### src/rtl/mdu_controller_pkg.sv
// Shared types and constants for the RV32M multiply/divide controller.
package mdu_controller_pkg;

    localparam int XLEN           = 32;
    localparam int MDU_DIV_CYCLES = 32;
    localparam int MDU_CNT_W      = 5;

    // func3 encodings of the M-extension ops
    typedef enum logic [2:0] {
        MDU_MUL    = 3'b000,
        MDU_MULH   = 3'b001,
        MDU_MULHSU = 3'b010,
        MDU_MULHU  = 3'b011,
        MDU_DIV    = 3'b100,
        MDU_DIVU   = 3'b101,
        MDU_REM    = 3'b110,
        MDU_REMU   = 3'b111
    } mdu_op_e;

    // Controller state encodings
    typedef enum logic [1:0] {
        MDU_ST_IDLE = 2'd0,
        MDU_ST_MUL  = 2'd1,
        MDU_ST_DIV  = 2'd2,
        MDU_ST_DONE = 2'd3
    } mdu_state_e;

    // Two's-complement magnitude when the value is treated as signed
    function automatic logic [XLEN-1:0] mdu_mag(input logic [XLEN-1:0] v, input logic is_signed);
        return (is_signed && v[XLEN-1]) ? (~v + 1'b1) : v;
    endfunction

endpackage

### src/rtl/mdu_div_core.sv
// Restoring divider datapath: remainder/quotient registers and the
// 31..0 iteration counter, sequenced by load/step from the controller.
module mdu_div_core
    import mdu_controller_pkg::*;
(
    input  logic            clk,
    input  logic            rst_n,
    input  logic            load,
    input  logic            step,
    input  logic [XLEN-1:0] dividend,
    input  logic [XLEN-1:0] divisor,
    output logic [XLEN-1:0] quo_next,
    output logic [XLEN-1:0] rem_next,
    output logic            last_step
);

    logic [XLEN-1:0]      rem_q;
    logic [XLEN-1:0]      quo_q;
    logic [XLEN-1:0]      div_q;
    logic [MDU_CNT_W-1:0] cnt_q;
    logic [XLEN:0]        shifted;
    logic [XLEN:0]        diff;

    // One restoring step: shift in the next dividend bit, trial-subtract the divisor
    always_comb begin
        // NOTE: every always_comb output gets a default first so no path leaves it unassigned (no latch).
        rem_next = '0;
        quo_next = '0;
        shifted  = {rem_q, quo_q[XLEN-1]};
        diff     = shifted - {1'b0, div_q};
        if (!diff[XLEN]) begin
            rem_next = diff[XLEN-1:0];
            quo_next = {quo_q[XLEN-2:0], 1'b1};
        end else begin
            rem_next = shifted[XLEN-1:0];
            quo_next = {quo_q[XLEN-2:0], 1'b0};
        end
    end

    assign last_step = (cnt_q == '0);

    // Divider registers: load magnitudes, then advance one bit per step
    always_ff @(posedge clk or negedge rst_n) begin
        // NOTE: state uses non-blocking assignments so all flops update together at the edge.
        if (!rst_n) begin
            rem_q <= '0;
            quo_q <= '0;
            div_q <= '0;
            cnt_q <= '0;
        end else if (load) begin
            rem_q <= '0;
            quo_q <= dividend;
            div_q <= divisor;
            cnt_q <= MDU_CNT_W'(MDU_DIV_CYCLES - 1);
        end else if (step) begin
            rem_q <= rem_next;
            quo_q <= quo_next;
            if (cnt_q != '0) begin
                cnt_q <= cnt_q - 1'b1;
            end
        end
    end

endmodule

### src/rtl/mdu_controller.sv
// RV32M multiply/divide sequencing controller for the execute stage.
// Optional feature: define MDU_DIV_EARLY_OUT_EN to finish divides with
// |op_a| < |op_b| in one cycle (results are identical either way).
module mdu_controller
    import mdu_controller_pkg::*;
(
    input  logic            clk,
    input  logic            rst_n,
    input  logic            start,
    input  logic [2:0]      func3,
    input  logic [XLEN-1:0] op_a,
    input  logic [XLEN-1:0] op_b,
    input  logic            flush,
    output logic            stall,
    output logic            busy,
    output logic [XLEN-1:0] result,
    output logic            result_valid
);

    mdu_state_e      state_q, state_d;
    mdu_op_e         op_q;
    logic [XLEN-1:0] a_q, b_q;
    logic [XLEN-1:0] result_q, result_d;
    logic            busy_q;

    logic            accept;
    logic            in_signed, in_rem;
    logic [XLEN-1:0] a_mag, b_mag;
    logic            div_zero, div_ovf, early, special;
    logic [XLEN-1:0] special_res;

    logic [63:0]     a_ext, b_ext, prod;
    logic [XLEN-1:0] mul_res;
    logic            q_signed, neg_quo, neg_rem;
    logic [XLEN-1:0] div_res;

    logic            div_load, div_step, div_last;
    logic [XLEN-1:0] quo_next, rem_next;

    assign accept    = (state_q == MDU_ST_IDLE) && start && !flush;
    assign in_signed = !func3[0];
    assign in_rem    = func3[1];
    assign a_mag     = mdu_mag(op_a, in_signed);
    assign b_mag     = mdu_mag(op_b, in_signed);
    assign div_zero  = (op_b == '0);
    assign div_ovf   = in_signed && (op_a == 32'h8000_0000) && (op_b == 32'hFFFF_FFFF);

`ifdef MDU_DIV_EARLY_OUT_EN
    assign early = !div_zero && (a_mag < b_mag);
`else
    assign early = 1'b0;
`endif

    assign special = div_zero || div_ovf || early;

    // Divide results that are known without iterating
    always_comb begin
        special_res = '0;
        if (div_zero) begin
            special_res = in_rem ? op_a : '1;
        end else if (div_ovf) begin
            special_res = in_rem ? '0 : 32'h8000_0000;
        end else begin
            special_res = in_rem ? op_a : '0;
        end
    end

    // 64-bit product; sign extension chosen per op, low 64 bits are exact
    assign a_ext   = {{32{(op_q != MDU_MULHU) && a_q[XLEN-1]}}, a_q};
    assign b_ext   = {{32{((op_q == MDU_MUL) || (op_q == MDU_MULH)) && b_q[XLEN-1]}}, b_q};
    assign prod    = a_ext * b_ext;
    assign mul_res = (op_q == MDU_MUL) ? prod[31:0] : prod[63:32];

    // Sign correction applied to the final divider step
    assign q_signed = !op_q[0];
    assign neg_quo  = q_signed && (a_q[XLEN-1] ^ b_q[XLEN-1]);
    assign neg_rem  = q_signed && a_q[XLEN-1];
    assign div_res  = op_q[1] ? (neg_rem ? (~rem_next + 1'b1) : rem_next)
                              : (neg_quo ? (~quo_next + 1'b1) : quo_next);

    mdu_div_core u_div_core (
        .clk       (clk),
        .rst_n     (rst_n),
        .load      (div_load),
        .step      (div_step),
        .dividend  (a_mag),
        .divisor   (b_mag),
        .quo_next  (quo_next),
        .rem_next  (rem_next),
        .last_step (div_last)
    );

    // Next-state, divider control and result update
    always_comb begin
        state_d  = state_q;
        result_d = result_q;
        div_load = 1'b0;
        div_step = 1'b0;
        unique case (state_q)
            MDU_ST_IDLE: begin
                if (accept) begin
                    if (!func3[2]) begin
                        state_d = MDU_ST_MUL;
                    end else if (special) begin
                        state_d  = MDU_ST_DONE;
                        result_d = special_res;
                    end else begin
                        state_d  = MDU_ST_DIV;
                        div_load = 1'b1;
                    end
                end
            end
            MDU_ST_MUL: begin
                if (flush) begin
                    state_d = MDU_ST_IDLE;
                end else begin
                    state_d  = MDU_ST_DONE;
                    result_d = mul_res;
                end
            end
            MDU_ST_DIV: begin
                if (flush) begin
                    state_d = MDU_ST_IDLE;
                end else begin
                    div_step = 1'b1;
                    if (div_last) begin
                        state_d  = MDU_ST_DONE;
                        result_d = div_res;
                    end
                end
            end
            MDU_ST_DONE: state_d = MDU_ST_IDLE;
            default:     state_d = MDU_ST_IDLE;
        endcase
    end

    // State, captured operands, result and busy registers
    always_ff @(posedge clk or negedge rst_n) begin
        if (!rst_n) begin
            state_q  <= MDU_ST_IDLE;
            op_q     <= MDU_MUL;
            a_q      <= '0;
            b_q      <= '0;
            result_q <= '0;
            busy_q   <= 1'b0;
        end else begin
            state_q  <= state_d;
            result_q <= result_d;
            busy_q   <= (state_d != MDU_ST_IDLE);
            if (accept) begin
                op_q <= mdu_op_e'(func3);
                a_q  <= op_a;
                b_q  <= op_b;
            end
        end
    end

    assign busy         = busy_q;
    assign result       = result_q;
    assign result_valid = (state_q == MDU_ST_DONE) && !flush;
    assign stall        = (start && (state_q == MDU_ST_IDLE) && !flush) ||
                          (busy_q && (state_q != MDU_ST_DONE) && !flush);

endmodule
### config.mk
export PLATFORM = sky130hd
export DESIGN_NAME = mdu_controller
export DESIGN_NICKNAME = d
export VERILOG_FILES = /design/src/rtl/mdu_controller_pkg.sv /design/src/rtl/mdu_div_core.sv /design/src/rtl/mdu_controller.sv
export SDC_FILE = /design/constraint.sdc
export NUM_CORES = 2
export LEC_CHECK = 0
export ABC_CLOCK_PERIOD_IN_PS = 9400
export CAP_MARGIN = 30
export CORE_MARGIN = 5
export CORE_UTILIZATION = 30
export DETAILED_ROUTE_END_ITERATION = 7
export MAX_ROUTING_LAYER = met4
export PLACE_DENSITY = 0.47
export SLEW_MARGIN = 5
export SYNTH_ARGS = -nofsm -noshare
export SYNTH_HDL_FRONTEND = slang
export SYNTH_SLANG_ARGS = --single-unit
export TNS_END_PERCENT = 1
### constraint.sdc
create_clock -name clk -period 9.4 [get_ports clk]
set_input_delay 1.88 -clock clk [delete_from_list [all_inputs] [get_ports clk]]
set_output_delay 1.88 -clock clk [all_outputs]
set_load 0.01 [all_outputs]
# Yosys cells after proc, flatten, opt, wreduce, memory -nomap -nowiden
# Index checks and enable logic that the tools add are counted.
dict set report totals {
  regBits 203
  in_bits 71
}
dict set report classes {
  reduce_logical 30
  n_eq_ne 14
  bitwise 5
  n_addsub 6
  muxes 40
  multipliers 1
}
# operator count
set ops {}
lappend ops {{32-bit two-way mux} 22}
lappend ops {{32-bit by 1-bit adder with 32-bit output (second input constant)} 4}
lappend ops {{32-bit inverter} 4}
lappend ops {{32-bit case mux with 3 select lines} 1}
lappend ops {{32-bit == test (second input constant)} 2}
lappend ops {{33-bit by 33-bit multiplier with 64-bit output} 1}
lappend ops {{33-bit by 32-bit subtractor with 33-bit output} 1}
lappend ops {{32-bit logical NOT} 1}
lappend ops {{5-bit two-way mux} 3}
lappend ops {{2-bit inequality test (second input constant)} 7}
lappend ops {{1-bit logical AND} 13}
lappend ops {{2-bit two-way mux} 5}
lappend ops {{1-bit two-way mux} 8}
lappend ops {{2-bit case mux with 4 select lines} 1}
lappend ops {{7-bit AND reduction} 1}
lappend ops {{2-bit nonzero test} 3}
lappend ops {{5-bit logical NOT} 1}
lappend ops {{5-bit nonzero test} 1}
lappend ops {{5-bit by 1-bit subtractor with 5-bit output (second input constant)} 1}
lappend ops {{2-bit == test (second input constant)} 2}
lappend ops {{3-bit by 1-bit == test with 1-bit output (second input constant)} 1}
lappend ops {{1-bit logical NOT} 3}
lappend ops {{3-bit logical NOT} 1}
lappend ops {{1-bit logical OR} 3}
lappend ops {{other kinds (6)} 6}

# Depth between registers and ports, before layout
dict set report logic_depth {
  depth_word 10
  mapped_depth 34
}

# Cells and area by module
# A second synthesis with hierarchy kept.
dict set report unflattened {
  cells_unflattened 6220
  hier_area_um2 53144.7
}
# module cells_each area_each_um2 n_inst
set by_module_without_submodules {}
lappend by_module_without_submodules {mdu_controller 5399 46185.5 1}
lappend by_module_without_submodules {mdu_div_core 821 6959.2 1}

# Worst setup path after synthesis
# No wires, ideal clock.
dict set report synth_timing {
  path_type {reg2reg}
  startpoint {reg op_q[1]}
  endpoint {reg result_q[31], in the netlist result[31]}
  path_slack_ns 0.636
  required_time_ns 9.274
  period_less_slack_ns 8.764
  n_path_buf 3
  stages_incl_launch_ff 32
  arrival_time_ns 8.638
  cell_sequence {dfrtp_1 -> clkbuf_1 -> a21oi_1 -> clkbuf_1 -> nand2_1 -> inv_1 -> fa_1 -> inv_1 -> fa_1 -> inv_1 -> fa_1 -> inv_1 -> fa_1 -> inv_1 -> fa_1 -> fa_1 -> fa_1 -> inv_1 -> fa_1 -> inv_1 -> ha_1 -> clkbuf_1 -> a21oi_1 -> o21ai_0 -> a221oi_1 -> a32oi_1 -> a21boi_0 -> a311oi_1 -> a311oi_1 -> xnor2_1 -> o21ai_0 -> a311o_1}
}
dict set report synth_via {
  elab_chain_cells 7
}
# element line_no
set synth_lines {}
lappend synth_lines {{start: declaration} mdu_controller.sv:21} ;# mdu_op_e op_q;
lappend synth_lines {{start signal: assignment} mdu_controller.sv:151} ;# op_q <= mdu_op_e'(func3);
lappend synth_lines {{3-bit by 1-bit == test with 1-bit output or 3-bit logical NOT (tied branches)} {mdu_controller.sv:70, mdu_controller.sv:72}}
lappend synth_lines {{1-bit logical OR} mdu_controller.sv:70} ;# assign b_ext = {{32{((op_q == MDU_MUL) || (op_q == MDU_MULH)) && b_q[XLEN-1]}}, b_q};
lappend synth_lines {{1-bit logical AND} mdu_controller.sv:70}
lappend synth_lines {{33-bit by 33-bit multiplier with 64-bit output} mdu_controller.sv:71} ;# assign prod = a_ext * b_ext;
lappend synth_lines {{32-bit two-way mux} mdu_controller.sv:72} ;# assign mul_res = (op_q == MDU_MUL) ? prod[31:0] : prod[63:32];
lappend synth_lines {{32-bit two-way mux} mdu_controller.sv:114} ;# if (flush) begin
lappend synth_lines {{32-bit case mux with 3 select lines (*)} mdu_controller.sv:99} ;# unique case (state_q)
lappend synth_lines {{end signal: assignment} mdu_controller.sv:148} ;# result_q <= result_d;
lappend synth_lines {{end: declaration} mdu_controller.sv:23} ;# logic [XLEN-1:0] result_q, result_d;
# Mark *: on every way between the ends. The rest lies on a longest branch, timed or not. The select of a mux whose other input is x is not followed.
# A chain may end at the register's enable or synchronous reset.

# Final worst setup path
dict set report layout_timing {
  startpoint {reg b_q[10]}
  endpoint {reg result_q[31], in the netlist result[31]}
}
dict set report layout_via {
  elab_chain_cells 4
}
# element line_no
set layout_lines {}
lappend layout_lines {{start: declaration} mdu_controller.sv:22} ;# logic [XLEN-1:0] a_q, b_q;
lappend layout_lines {{start signal: assignment} mdu_controller.sv:153} ;# b_q <= op_b;
lappend layout_lines {{33-bit by 33-bit multiplier with 64-bit output} mdu_controller.sv:71}
lappend layout_lines {{32-bit two-way mux} mdu_controller.sv:72}
lappend layout_lines {{32-bit two-way mux} mdu_controller.sv:114}
lappend layout_lines {{32-bit case mux with 3 select lines} mdu_controller.sv:99}
# Every way passes these cells. The select of a mux whose other input is x is not followed.

==> impl_metrics.json <==
{
  "outcome": "completed",
  "antenna_found_initial": 14,
  "ys_ff_latch": 203,
  "fmax_mhz": 110,
  "finalCritPeriodShare_pct": 96.7,
  "skew_ns": 0.0312,
  "rows": 154,
  "critPathKind": "reg -> reg",
  "dr.first_iter.drc_count": 2700,
  "synth_top_family_by_area": "adder cells",
  "finalHoldViolCount": 0,
  "grt_pass1_vias": 44800,
  "startpoint_type": "register",
  "cts_tree": "yes",
  "area_growth_pct": 10.5,
  "nets": 7591,
  "holdWs_ns": 0.478,
  "max-cap-violations": 0,
  "grt_max_degree": 121,
  "synth_mux_area_share_pct": 0.495,
  "setup_viol": 0,
  "yosys.area.top_type_share_pct": 42.7,
  "core_mm2": 0.176,
  "hold_path_class": "reg -> reg",
  "drc_errors": 0,
  "firstDrtPassIters": 5,
  "tns_ns": 0,
  "grt.overflow.total": 0,
  "cts_hold_buffers": 0,
  "synth_xor_area_share_pct": 3.50,
  "slew_headroom_pct": 27.6,
  "dp_slack_ns": 0.217,
  "final_common_cell": "inv_1",
  "worstMarginPinSlew_ns": 1.08,
  "vias": 41700,
  "period_needed_ns": 9.09,
  "die_w_um": 429,
  "syn_area_mm2": 0.0528,
  "synth_flop_cell": "dfrtp_1",
  "clkTransAtPathRegs_ns": 0.07,
  "syn_nets": 7634,
  "required_ns": 9.91,
  "syn_inst": 6182,
  "grtUsageTotal_pct": 20.7,
  "worstSetupEndpointType": "register",
  "syn_area_per_cell_um2": 8.54,
  "cpPeakStageDelay_ns": 0.75,
  "place_inst": 8446,
  "ys_types": 91,
  "yosysWarnings": 0,
  "clk_latency_ns": 0.64,
  "arrival_ns": 9.59,
  "multi_input_area_mm2": 0.0416,
  "numCtsBuffers": 31,
  "cpMostUsedCell": "fa_1",
  "async_flop_share_pct": 100,
  "root_buffer": "clkbuf_16",
  "portBuffers": 105,
  "layout_setup_ws_ns": 0.314,
  "synth_edf_count": 0,
  "wl_um": 185000,
  "regArea_mm2": 0.00508,
  "h-tree-depth": 1,
  "post-synth-top-area-cell": "fa_1",
  "die_y_um": 429,
  "synth.area.top_cells": "fa_1 (43%), dfrtp_1 (9.6%), inv_1 (9.0%)",
  "cts_sinks": 203,
  "synth_compound_area_share_pct": 9.11,
  "synthSimpleGateAreaFrac_pct": 16.9,
  "routabilityCongestion": 0.912,
  "rsz0062_at_grt": "false",
  "start_util_pct": 30.1,
  "dp_hpwl_um": 154000,
  "layout_common_cells": "inv_1 (1268), nand2_1 (1188), fa_1 (1126), and2_1 (297), ha_1 (255)",
  "instances_no_fill": 8511,
  "grt_pass1_wl_um": 287000,
  "crit_path_top_delay_cell": "dfrtp_1",
  "die-area_mm2": 0.184,
  "synth_fa_ha_area_share_pct": 48.8,
  "slew_violations": 0,
  "wl_per_cell_um": 21.7,
  "via_per_inst": 4.90,
  "io_pins": 106,
  "seq_area_frac_synth_pct": 9.62,
  "crit_fanout": 16,
  "drtAntennaViolNets": 0,
  "drive_gt1_share_pct": 4.54,
  "fill_cells": 18400,
  "clockBufferDepth": 3
}
[sequential cells by signal, indices dropped and copies added (netlist names)]
| signal | cells |
|---|---|
| result | 32 |
| op_q | 3 |
| u_div_core.cnt_q | 5 |
| b_q | 32 |
| state_q | 2 |
| busy | 1 |
| u_div_core.quo_q | 32 |
| u_div_core.div_q | 32 |
| u_div_core.rem_q | 32 |
| a_q | 32 |
[cell families after synthesis]
family	Yosys count
XOR/XNOR	211
adder cells (fa/ha/maj)	1381
buffers and inverters	1624
multiplexers	25
AO/OA/AOI/OAI	743
AND/OR/NAND/NOR	1995
flip-flops	203
[worst paths after layout]
path / endpoint / slack (ns) / startpoint / depth (start not counted)
worst min-delay path: b_q[23]$_DFFE_PN0P_ / 0.48 / b_q[23]$_DFFE_PN0P_ / 2
min in group asynchronous: u_div_core.rem_q[23]$_DFFE_PN0P_ / 1.29 / rst_n / 1
max in group asynchronous: b_q[9]$_DFFE_PN0P_ / 6.80 / rst_n / 2
worst max-delay path: result[31]$_DFFE_PN0P_ / 0.31 / b_q[10]$_DFFE_PN0P_ / 28
worst max register to register: result[31]$_DFFE_PN0P_ / 0.31 / b_q[10]$_DFFE_PN0P_ / 28
worst min register to register: b_q[23]$_DFFE_PN0P_ / 0.48 / b_q[23]$_DFFE_PN0P_ / 2
[metal layers]
layer	GRT usage, %	vias up	routed length, um
met3	2.06	206	8140
met5	-	-	0
met2	34.6	1066	89500
met4	5.31	0	6020
met1	27.2	21800	81200
li1	-	18700	-
[synth_stat cells, types with 57 or more instances]
library cell	instances
nand2_1	1188
a21oi_1	208
o21ai_0	158
xnor2_1	137
dfrtp_1	203
a31oi_1	64
clkbuf_1	337
a21o_1	57
ha_1	255
nor2_1	231
inv_1	1268
fa_1	1126
and2_1	297
xor2_1	74
[layout make-up]
type	instances	area share, %
Multi-Input combinational cell	4355	71.4
Sequential cell	203	8.72
Inverter	1270	8.17
Tap cell	2340	5.02
Timing Repair Buffer	278	4.63
Clock buffer	39	1.47
Clock inverter	19	0.588
Antenna cell	7	0.0300
[critical path: cells and delay by family (launching register included)]
family / cells / cell delay [ns]
adder cells (fa/ha/maj): 9 / 4.54
AO/OA/AOI/OAI: 11 / 2.71
flip-flops: 1 / 0.75
buffers and inverters: 6 / 0.62
XOR/XNOR: 1 / 0.20
AND/OR/NAND/NOR: 1 / 0.10
[repair_timing]
action / 4_1_cts / 5_1_grt
buffers inserted: 0 / 0
setup endpoints to repair: 0 / 9
gates resized for setup: 0 / 7
[through the flow]
| step | area [um^2] | util (%) |
|---|---|---|
| floorplan | 52800 | - |
| global placement | 57000 | 32.5 |
| detailed placement | 57100 | 32.5 |
| CTS | 58300 | 33.2 |
| global route | 58300 | 33.2 |
| finish | 58300 | 33.2 |
Power is left out: the tool's default activity adds up to more than one toggle a clock period on the data nets, which glitch-free logic cannot reach.
